File: config.mk
export PLATFORM = sky130hd
export DESIGN_NAME = load_store_unit_flat
export DESIGN_NICKNAME = d
export VERILOG_FILES = /design/src/rtl/load_store_unit_if.sv /design/src/rtl/load_store_unit.sv /design/src/flat_wrapper.sv
export SDC_FILE = /design/constraint.sdc
export NUM_CORES = 1
export LEC_CHECK = 0
export CAP_MARGIN = 5
export CORE_AREA = 2 2 192 194
export CTS_CLUSTER_DIAMETER = 30
export DETAILED_ROUTE_END_ITERATION = 16
export DIE_AREA = 0 0 194 196
export PLACE_DENSITY = 0.82
export SLEW_MARGIN = 10
export SYNTH_ARGS = -nofsm -noshare
export SYNTH_HDL_FRONTEND = slang
export SYNTH_SLANG_ARGS = --single-unit
File: constraint.sdc
create_clock -name clk -period 8.75 [get_ports clk]
set_clock_uncertainty 0.1 [all_clocks]
set_input_delay 2.1875 -clock clk [delete_from_list [all_inputs] [get_ports clk]]
set_output_delay 2.1875 -clock clk [all_outputs]
set_load 0.01 [all_outputs]
File: src/rtl/load_store_unit_if.sv
// load_store_unit_if: byte-wide data memory port with wait-state handshake
// mem_addr/mem_wdata/mem_we/mem_re flow from the unit (master) to memory (slave);
// mem_rdata is the combinational read byte for mem_addr, mem_ready completes a byte transfer.
interface load_store_unit_if #(parameter int ADDR_W = 64);
   logic [ADDR_W-1:0] mem_addr;
   logic [7:0] mem_wdata;
   logic mem_we;
   logic mem_re;
   logic [7:0] mem_rdata;
   logic mem_ready;
   modport master(output mem_addr, mem_wdata, mem_we, mem_re, input mem_rdata, mem_ready);
   modport slave(input mem_addr, mem_wdata, mem_we, mem_re, output mem_rdata, mem_ready);
endinterface

File: src/rtl/load_store_unit.sv
// load_store_unit: splits one MEM-stage load/store into little-endian single-byte memory transfers
// Pipeline side: MemRead/MemWrite/address/writeData/size/sign_ext in; stall, readData, resp_valid, err out.
// Memory side: mem (load_store_unit_if.master) carries the byte address, write byte, strobes and ready.
module load_store_unit #(
   parameter int MEM_BYTES = 1024,
   parameter int ADDR_W = 64
) (
   input logic clk,
   input logic rst_n,
   input logic MemRead,
   input logic MemWrite,
   input logic [ADDR_W-1:0] address,
   input logic [63:0] writeData,
   input logic [1:0] size,
   input logic sign_ext,
   output logic stall,
   output logic [63:0] readData,
   output logic resp_valid,
   output logic err,
   load_store_unit_if.master mem
);
   typedef enum logic [1:0] {IDLE, ACCESS, DONE} state_t;
   state_t state;
   logic [2:0] cnt, cnt_n, last;
   logic [ADDR_W-1:0] addr_q;
   logic [63:0] wdata_q, rbuf, rbuf_n, ext;
   logic [1:0] size_q;
   logic sx_q, st_q, req, oob;
   assign req = MemRead | MemWrite;
   // one extra bit keeps address+nbytes from wrapping near the top of the address space
   assign oob = ({1'b0, address} + (ADDR_W+1)'(4'd1 << size)) > (ADDR_W+1)'(MEM_BYTES);
   // index of the final byte: nbytes-1 = 0,1,3,7
   assign last = {&size_q, size_q[1], |size_q};
   assign cnt_n = cnt + 3'd1;
   assign stall = (state == IDLE && req) || state == ACCESS;
   always_comb begin
      rbuf_n = rbuf;
      rbuf_n[{cnt, 3'b000} +: 8] = mem.mem_rdata;
   end
   assign ext = size_q == 2'd0 ? {{56{sx_q & rbuf_n[7]}}, rbuf_n[7:0]} :
                size_q == 2'd1 ? {{48{sx_q & rbuf_n[15]}}, rbuf_n[15:0]} :
                size_q == 2'd2 ? {{32{sx_q & rbuf_n[31]}}, rbuf_n[31:0]} : rbuf_n;
   always_ff @(posedge clk or negedge rst_n)
      if (!rst_n) begin
         state <= IDLE;
         cnt <= '0;
         readData <= '0;
         resp_valid <= 1'b0;
         err <= 1'b0;
         mem.mem_we <= 1'b0;
         mem.mem_re <= 1'b0;
         mem.mem_addr <= '0;
         mem.mem_wdata <= '0;
         addr_q <= '0;
         wdata_q <= '0;
         size_q <= '0;
         sx_q <= 1'b0;
         st_q <= 1'b0;
         rbuf <= '0;
      end else begin
         case (state)
            IDLE: if (req) begin
               addr_q <= address;
               wdata_q <= writeData;
               size_q <= size;
               sx_q <= sign_ext;
               st_q <= MemWrite;
               cnt <= '0;
               rbuf <= '0;
               if (oob) begin
                  state <= DONE;
                  err <= 1'b1;
                  resp_valid <= 1'b1;
                  readData <= '0;
               end else begin
                  state <= ACCESS;
                  mem.mem_addr <= address;
                  mem.mem_wdata <= writeData[7:0];
                  mem.mem_we <= MemWrite;
                  mem.mem_re <= !MemWrite;
               end
            end
            // outputs are registered, so each transfer preloads the next byte's address and data
            ACCESS: if (mem.mem_ready) begin
               rbuf <= rbuf_n;
               cnt <= cnt_n;
               if (cnt == last) begin
                  state <= DONE;
                  mem.mem_we <= 1'b0;
                  mem.mem_re <= 1'b0;
                  resp_valid <= 1'b1;
                  readData <= st_q ? '0 : ext;
               end else begin
                  mem.mem_addr <= addr_q + ADDR_W'(cnt_n);
                  mem.mem_wdata <= wdata_q[{cnt_n, 3'b000} +: 8];
               end
            end
            default: begin
               state <= IDLE;
               resp_valid <= 1'b0;
               err <= 1'b0;
            end
         endcase
      end
endmodule

File: src/flat_wrapper.sv
// flat-port wrapper written by rule: the top's interface ports become plain ports
module load_store_unit_flat 
#(
   parameter int MEM_BYTES = 1024,
   parameter int ADDR_W = 64
)
  (clk, rst_n, MemRead, MemWrite, address, writeData, size, sign_ext, stall, readData, resp_valid, err, mem_mem_addr, mem_mem_wdata, mem_mem_we, mem_mem_re, mem_mem_rdata, mem_mem_ready);
  load_store_unit_if #(.ADDR_W(ADDR_W)) mem_i ();
  input logic clk;
  input logic rst_n;
  input logic MemRead;
  input logic MemWrite;
  input logic [ADDR_W-1:0] address;
  input logic [63:0] writeData;
  input logic [1:0] size;
  input logic sign_ext;
  output logic stall;
  output logic [63:0] readData;
  output logic resp_valid;
  output logic err;
  output wire logic [$bits(mem_i.mem_addr)-1:0] mem_mem_addr;
  output wire logic [$bits(mem_i.mem_wdata)-1:0] mem_mem_wdata;
  output wire logic [$bits(mem_i.mem_we)-1:0] mem_mem_we;
  output wire logic [$bits(mem_i.mem_re)-1:0] mem_mem_re;
  input wire logic [$bits(mem_i.mem_rdata)-1:0] mem_mem_rdata;
  input wire logic [$bits(mem_i.mem_ready)-1:0] mem_mem_ready;
  assign mem_mem_addr = mem_i.mem_addr;
  assign mem_mem_wdata = mem_i.mem_wdata;
  assign mem_mem_we = mem_i.mem_we;
  assign mem_mem_re = mem_i.mem_re;
  assign mem_i.mem_rdata = mem_mem_rdata;
  assign mem_i.mem_ready = mem_mem_ready;
  load_store_unit #(.MEM_BYTES(MEM_BYTES), .ADDR_W(ADDR_W)) u_core (.clk(clk), .rst_n(rst_n), .MemRead(MemRead), .MemWrite(MemWrite), .address(address), .writeData(writeData), .size(size), .sign_ext(sign_ext), .stall(stall), .readData(readData), .resp_valid(resp_valid), .err(err), .mem(mem_i));
endmodule
## After elaboration in Yosys (flattened, before gate mapping)

Index checks and enable logic that the tools add are counted.

| word-level totals | value |
|---|---|
| output and inout bits | 141 |
| input bits | 144 |
| word-level logic and storage cells | 100 |
| register bits | 341 |

| cells by class | value |
|---|---|
| equality and inequality tests | 10 |
| reduce and logical (&&, ||, !) cells | 16 |
| order comparisons | 1 |
| bitwise gates (word level) | 5 |
| add/subtract/negate cells | 4 |
| shift operators | 4 |
| mux-type cells | 45 |

Operators with widths:

| kind | number |
|---|---|
| $mux 64 | 14 |
| $pmux 64 s2 | 3 |
| $add 64x65->65 | 1 |
| $gt 65x11->1 const B | 1 |
| $shl 1x2->65 const A | 1 |
| $add 64x3->64 | 1 |
| $bwmux 64 | 1 |
| $shift 8x8->64 const A | 1 |
| $shiftx 64x7->8 | 1 |
| $shiftx 8x8->64 | 1 |
| $mux 8 | 4 |
| $pmux 8 s2 | 1 |
| $reduce_and 5->1 | 3 |
| $mux 1 | 10 |
| $reduce_and 3->1 | 3 |
| $mux 2 | 4 |
| $ne 2x2->1 const B | 4 |
| $neg 6->8 | 1 |
| $pmux 1 s2 | 4 |
| $mux 3 | 2 |
| $pmux 3 s2 | 1 |
| $eq 2x1->1 const B | 2 |
| $logic_not 2->1 | 2 |
| $ne 2x1->1 const B | 2 |
| other kinds (14) | 17 |

## Longest topological paths before layout

| depth | value |
|---|---|
| depth in word-level cells | 11 |
| mapped depth | 16 |
| gate-level depth less buffers | 13 |

## Worst setup path before layout

Ideal clock, no wire load.

| path | value |
|---|---|
| path type | input to register |
| from | input size[1] |
| to | register u_core.mem.mem_addr[0] |
| arrival time | 5.449 ns |
| cell stages on the path | 13 |
| path buffers | 1 |
| required time | 8.525 ns |
| library setup time | 0.125 ns |
| slack | 3.076 ns |
| cell sequence | and2_1 ha_1 nand2_1 o21ai_1 nand2_1 nor4_1 xor2_1 a2111o_1 nor4_1 nand4_2 a21oi_4 buf_8 mux2_4 |

| on the way | value |
|---|---|
| cells in the longest elaborated chain, start to end | 5 |

Ends and longest elaborated chain:

| element | line | source |
|---|---|---|
| start: declaration | flat_wrapper.sv:15 | `input logic [1:0] size;` |
| $shl 1x2->65 | load_store_unit.sv:31 | `assign oob = ({1'b0, address} + (ADDR_W+1)'(4'd1 << size)) > (ADDR_W+1)'(MEM_BYTES);` |
| $add 64x65->65 | load_store_unit.sv:31 |  |
| $gt 65x11->1 | load_store_unit.sv:31 |  |
| $ne 2x2->1 (no source line) | - |  |
| $reduce_and 5->1 (no source line) | - |  |
| end signal: assignment | load_store_unit.sv:77 | `mem.mem_addr <= address;` |
| end signal: assignment | load_store_unit.sv:94 | `mem.mem_addr <= addr_q + ADDR_W'(cnt_n);` |
| end: declaration | load_store_unit_if.sv:11 | `modport master(output mem_addr, mem_wdata, mem_we, mem_re, input mem_rdata, mem_ready);` |

No other way between the ends.
A chain may end at the register's enable or synchronous reset.

## Worst setup path in the final report

| path | value |
|---|---|
| from | input size[0] |
| to | register u_core.mem.mem_addr[61] |

The elaborated chain is that of the path after synthesis.

==> metrics <==
run status=completed; HPWL after DPL=37200 um; wirelength, routed=between 50000 and 60000 um; Worst Setup SP=size[0]; most used flip-flop cell after synthesis=dfrtp_1; Worst VDD drop=0.222 mV; Fill cells=2761; switching power=2.94 mW; Root Buffer=clkbuf_16; Post-synth top cells=nand2_1, dfrtp_1, o21ai_0; endpoints failing setup=0; main combinational cell family by area after synthesis=simple AND/OR/NAND/NOR gates; share of layout cells above drive strength 1=0.149; met2 usage=0.458; Initial Util=0.514; Max H-tree Level=3; Int Power=roughly 5.5 mW; row cnt=70; Cell Pwr Density=347 mW/mm2; WP data required=9.12 ns; Syn Nets=2105; Synth Area in XOR/XNOR=0.0378; hold_sp=u_core.wdata_q[15]; Port Buffers=~280; TritonCTS clock tree=yes; layer with the highest usage=met2; Die ar.=~0.038 mm2; final antenna-violating net count=0; crit start category=primary input; DP Cell Count=2604; power share of the combinational group=0.351; min Tclk post-route=6.87 ns; max-capacitance violation count=0; Die X=about 190 um; fin crit share=0.785; Non-Filler Instances=2744; TNS Setup=0 ns; Crit Path Class=in2reg; Worst-Skew Late Latency=0.59 ns; Data arrival, critical path=7.23 ns; # resized after CTS=0; CTS sink count=around 340; Compound-Gate Fraction of Synth Area=0.116; Core Footprint=about 0.036 mm2; Rel. slew slack=0.170; Synth top area share=0.460; Tightest Pin Transition=1.24 ns; synth top area cells=dfrtp_1, nand2_1, mux2_4; Synth Area per Inst=9.53 um2; Synth Area in Simple Gates=0.198; initial drt markers=1527; Post-synth EDFFs=0; Adder-Cell Fraction of Synth Area=0.0102; GR Overflow Total=0; Multi-input gate area=approximately 0.0094 mm2; Reg2Reg Depth=15; most common cell in the netlist=nand2_1; Vias/cell=5.89; Nets=between 2000 and 2500; Vias=16166; largest net degree at the start of global routing=110; layout overhead on the synthesized area=30.7%; critical path endpoint=u_core.mem.mem_addr[61]; P_leak=10.5 nW; CTS Buffer Depth=3; reg-to-reg slack, setup=3.80 ns; element type at the critical path end=register; dominant cell type by area after synthesis=dfrtp_1; RR Endpoint=u_core.mem.mem_addr[61]; RSZ-0062 raised after global routing=false; first-pass GRT wire length=between 80000 and 90000 um; f_max=~150 MHz; Global Route met1 Usage=0.377; DRC viols=0; Vert. Die Dim=just under 200 um; multiplexer share of the synthesized area=0.143; # hold bufs at CTS=0; DR WL/cell=19.8 um; worst flop-to-flop path startpoint=u_core.cnt[0]; initial antenna violation count=4; register bit count reported by yosys=approximately 340; Syn. warnings=0; Reg area=0.00853 mm2; drt pass-1 iters=6; # IOs=285; Post-CTS Setup Inserts=0; clk slew on worst S/H paths=0.05 ns; Post-Syn Instances=1947; TritonCTS buffer count=73; placer congestion estimate=approximately 0.88; Sequential Power Share=0.310; vias in the first global route=16201; Netlist Area Pre-Place=0.0186 mm2; Hold Path Class=reg2reg; count of cell types in the netlist=73; Synth async-reset ratio=1.00; Crit Path Max Fanout=20; clock share of power=0.339; met3 usage=0.0545; overall routing resource usage=0.285; switching part of the total power=0.350; sequential area share after synthesis=0.460; final hold vios=0; final slew viol count=0
registers in the layout (all words and copies together), names as in the netlist:
| signal | count |
|---|---|
| u_core.addr_q | 64 |
| u_core.cnt | 3 |
| u_core.err | 1 |
| u_core.mem.mem_addr | 64 |
| u_core.mem.mem_re | 1 |
| u_core.mem.mem_wdata | 8 |
| u_core.mem.mem_we | 1 |
| u_core.rbuf | 64 |
| u_core.readData | 64 |
| u_core.resp_valid | 1 |
| u_core.size_q | 2 |
| u_core.st_q | 1 |
| u_core.state | 2 |
| u_core.sx_q | 1 |
| u_core.wdata_q | 64 |
layout by cell type, fill, tap and decap left out, types with 19 or more instances in the layout:
cell type / n
nand2_1: 483
nor2_1: 120
a21oi_1: 94
clkdlybuf4s50_1: 283
nand3_1: 67
xnor2_1: 34
mux2_2: 58
o21ai_0: 133
a22o_1: 27
and3_1: 19
clkbuf_16: 74
mux2_4: 88
nor3_1: 28
xor2_1: 46
nand4_1: 35
buf_4: 19
dfrtp_1: 341
mux2i_1: 29
inv_1: 21
cells by family after synthesis:
family / Yosys count
flip-flops: 341
XOR/XNOR: 80
buffers and inverters: 137
adder cells (fa/ha/maj): 14
AND/OR/NAND/NOR: 831
multiplexers: 194
AO/OA/AOI/OAI: 350
worst min-delay path by stage:
stage | end | slack (ns) | cells past startpoint
floorplan | u_core.wdata_q[24] | 0.34 | 2
global placement | u_core.wdata_q[26] | 0.35 | 2
detailed placement | u_core.wdata_q[27] | 0.36 | 2
CTS | u_core.wdata_q[18] | 0.37 | 2
global route | u_core.wdata_q[25] | 0.38 | 2
finish | u_core.wdata_q[15] | 0.37 | 2
area by class of cell:
class                           instances  area share
Multi-Input combinational cell       1469       0.388
Sequential cell                       341       0.352
Timing Repair Buffer                  305       0.125
Clock buffer                           86      0.0811
Clock inverter                         50      0.0261
Tap cell                              468      0.0241
Inverter                               21     0.00325
Antenna cell                            4    0.000412
metal layers:
layer,up-vias,routed length (um)
li1,7342,-
met1,7933,22600
met2,749,26000
met3,142,3710
met4,0,2090
met5,-,0
power by group through the flow:
stage / sequential, mW / combinational [mW] / clock (mW)
global route: 2.66 / 3.21 / 2.97
floorplan: 2.55 / 1.88 / 0
global placement: 2.57 / 2.85 / 0
CTS: 2.59 / 2.96 / 2.88
finish: 2.60 / 2.95 / 2.85
detailed placement: 2.59 / 2.93 / 0
per-stage QoR:
step	utilization	cell area, um2	total power, mW	setup WS [ns]	hold WS, ns
after floorplan	-	18600	4.42	3.08	0.340
after global placement	0.600	21700	5.42	1.38	0.352
after detailed placement	0.600	21700	5.52	1.31	0.357
after CTS	0.672	24300	8.44	1.90	0.370
after global routing	0.672	24300	8.84	1.32	0.382
final	0.672	24300	8.41	1.88	0.370
worst max-delay path: stages:
cell and delay (ns):
clkdlybuf4s50_1 0.56, nor2_1 0.08, ha_1 0.22, fa_1 0.42
a211oi_1 0.41, nor2_1 0.22, a211oi_1 0.27, a31oi_1 0.06
a221oi_1 0.42, nand4_1 0.14, nor4_1 0.46, nand4_2 0.23
a21oi_4 0.78, buf_4 0.41, mux2_1 0.35
No activity file was read; power rests on OpenSTA's default activity.
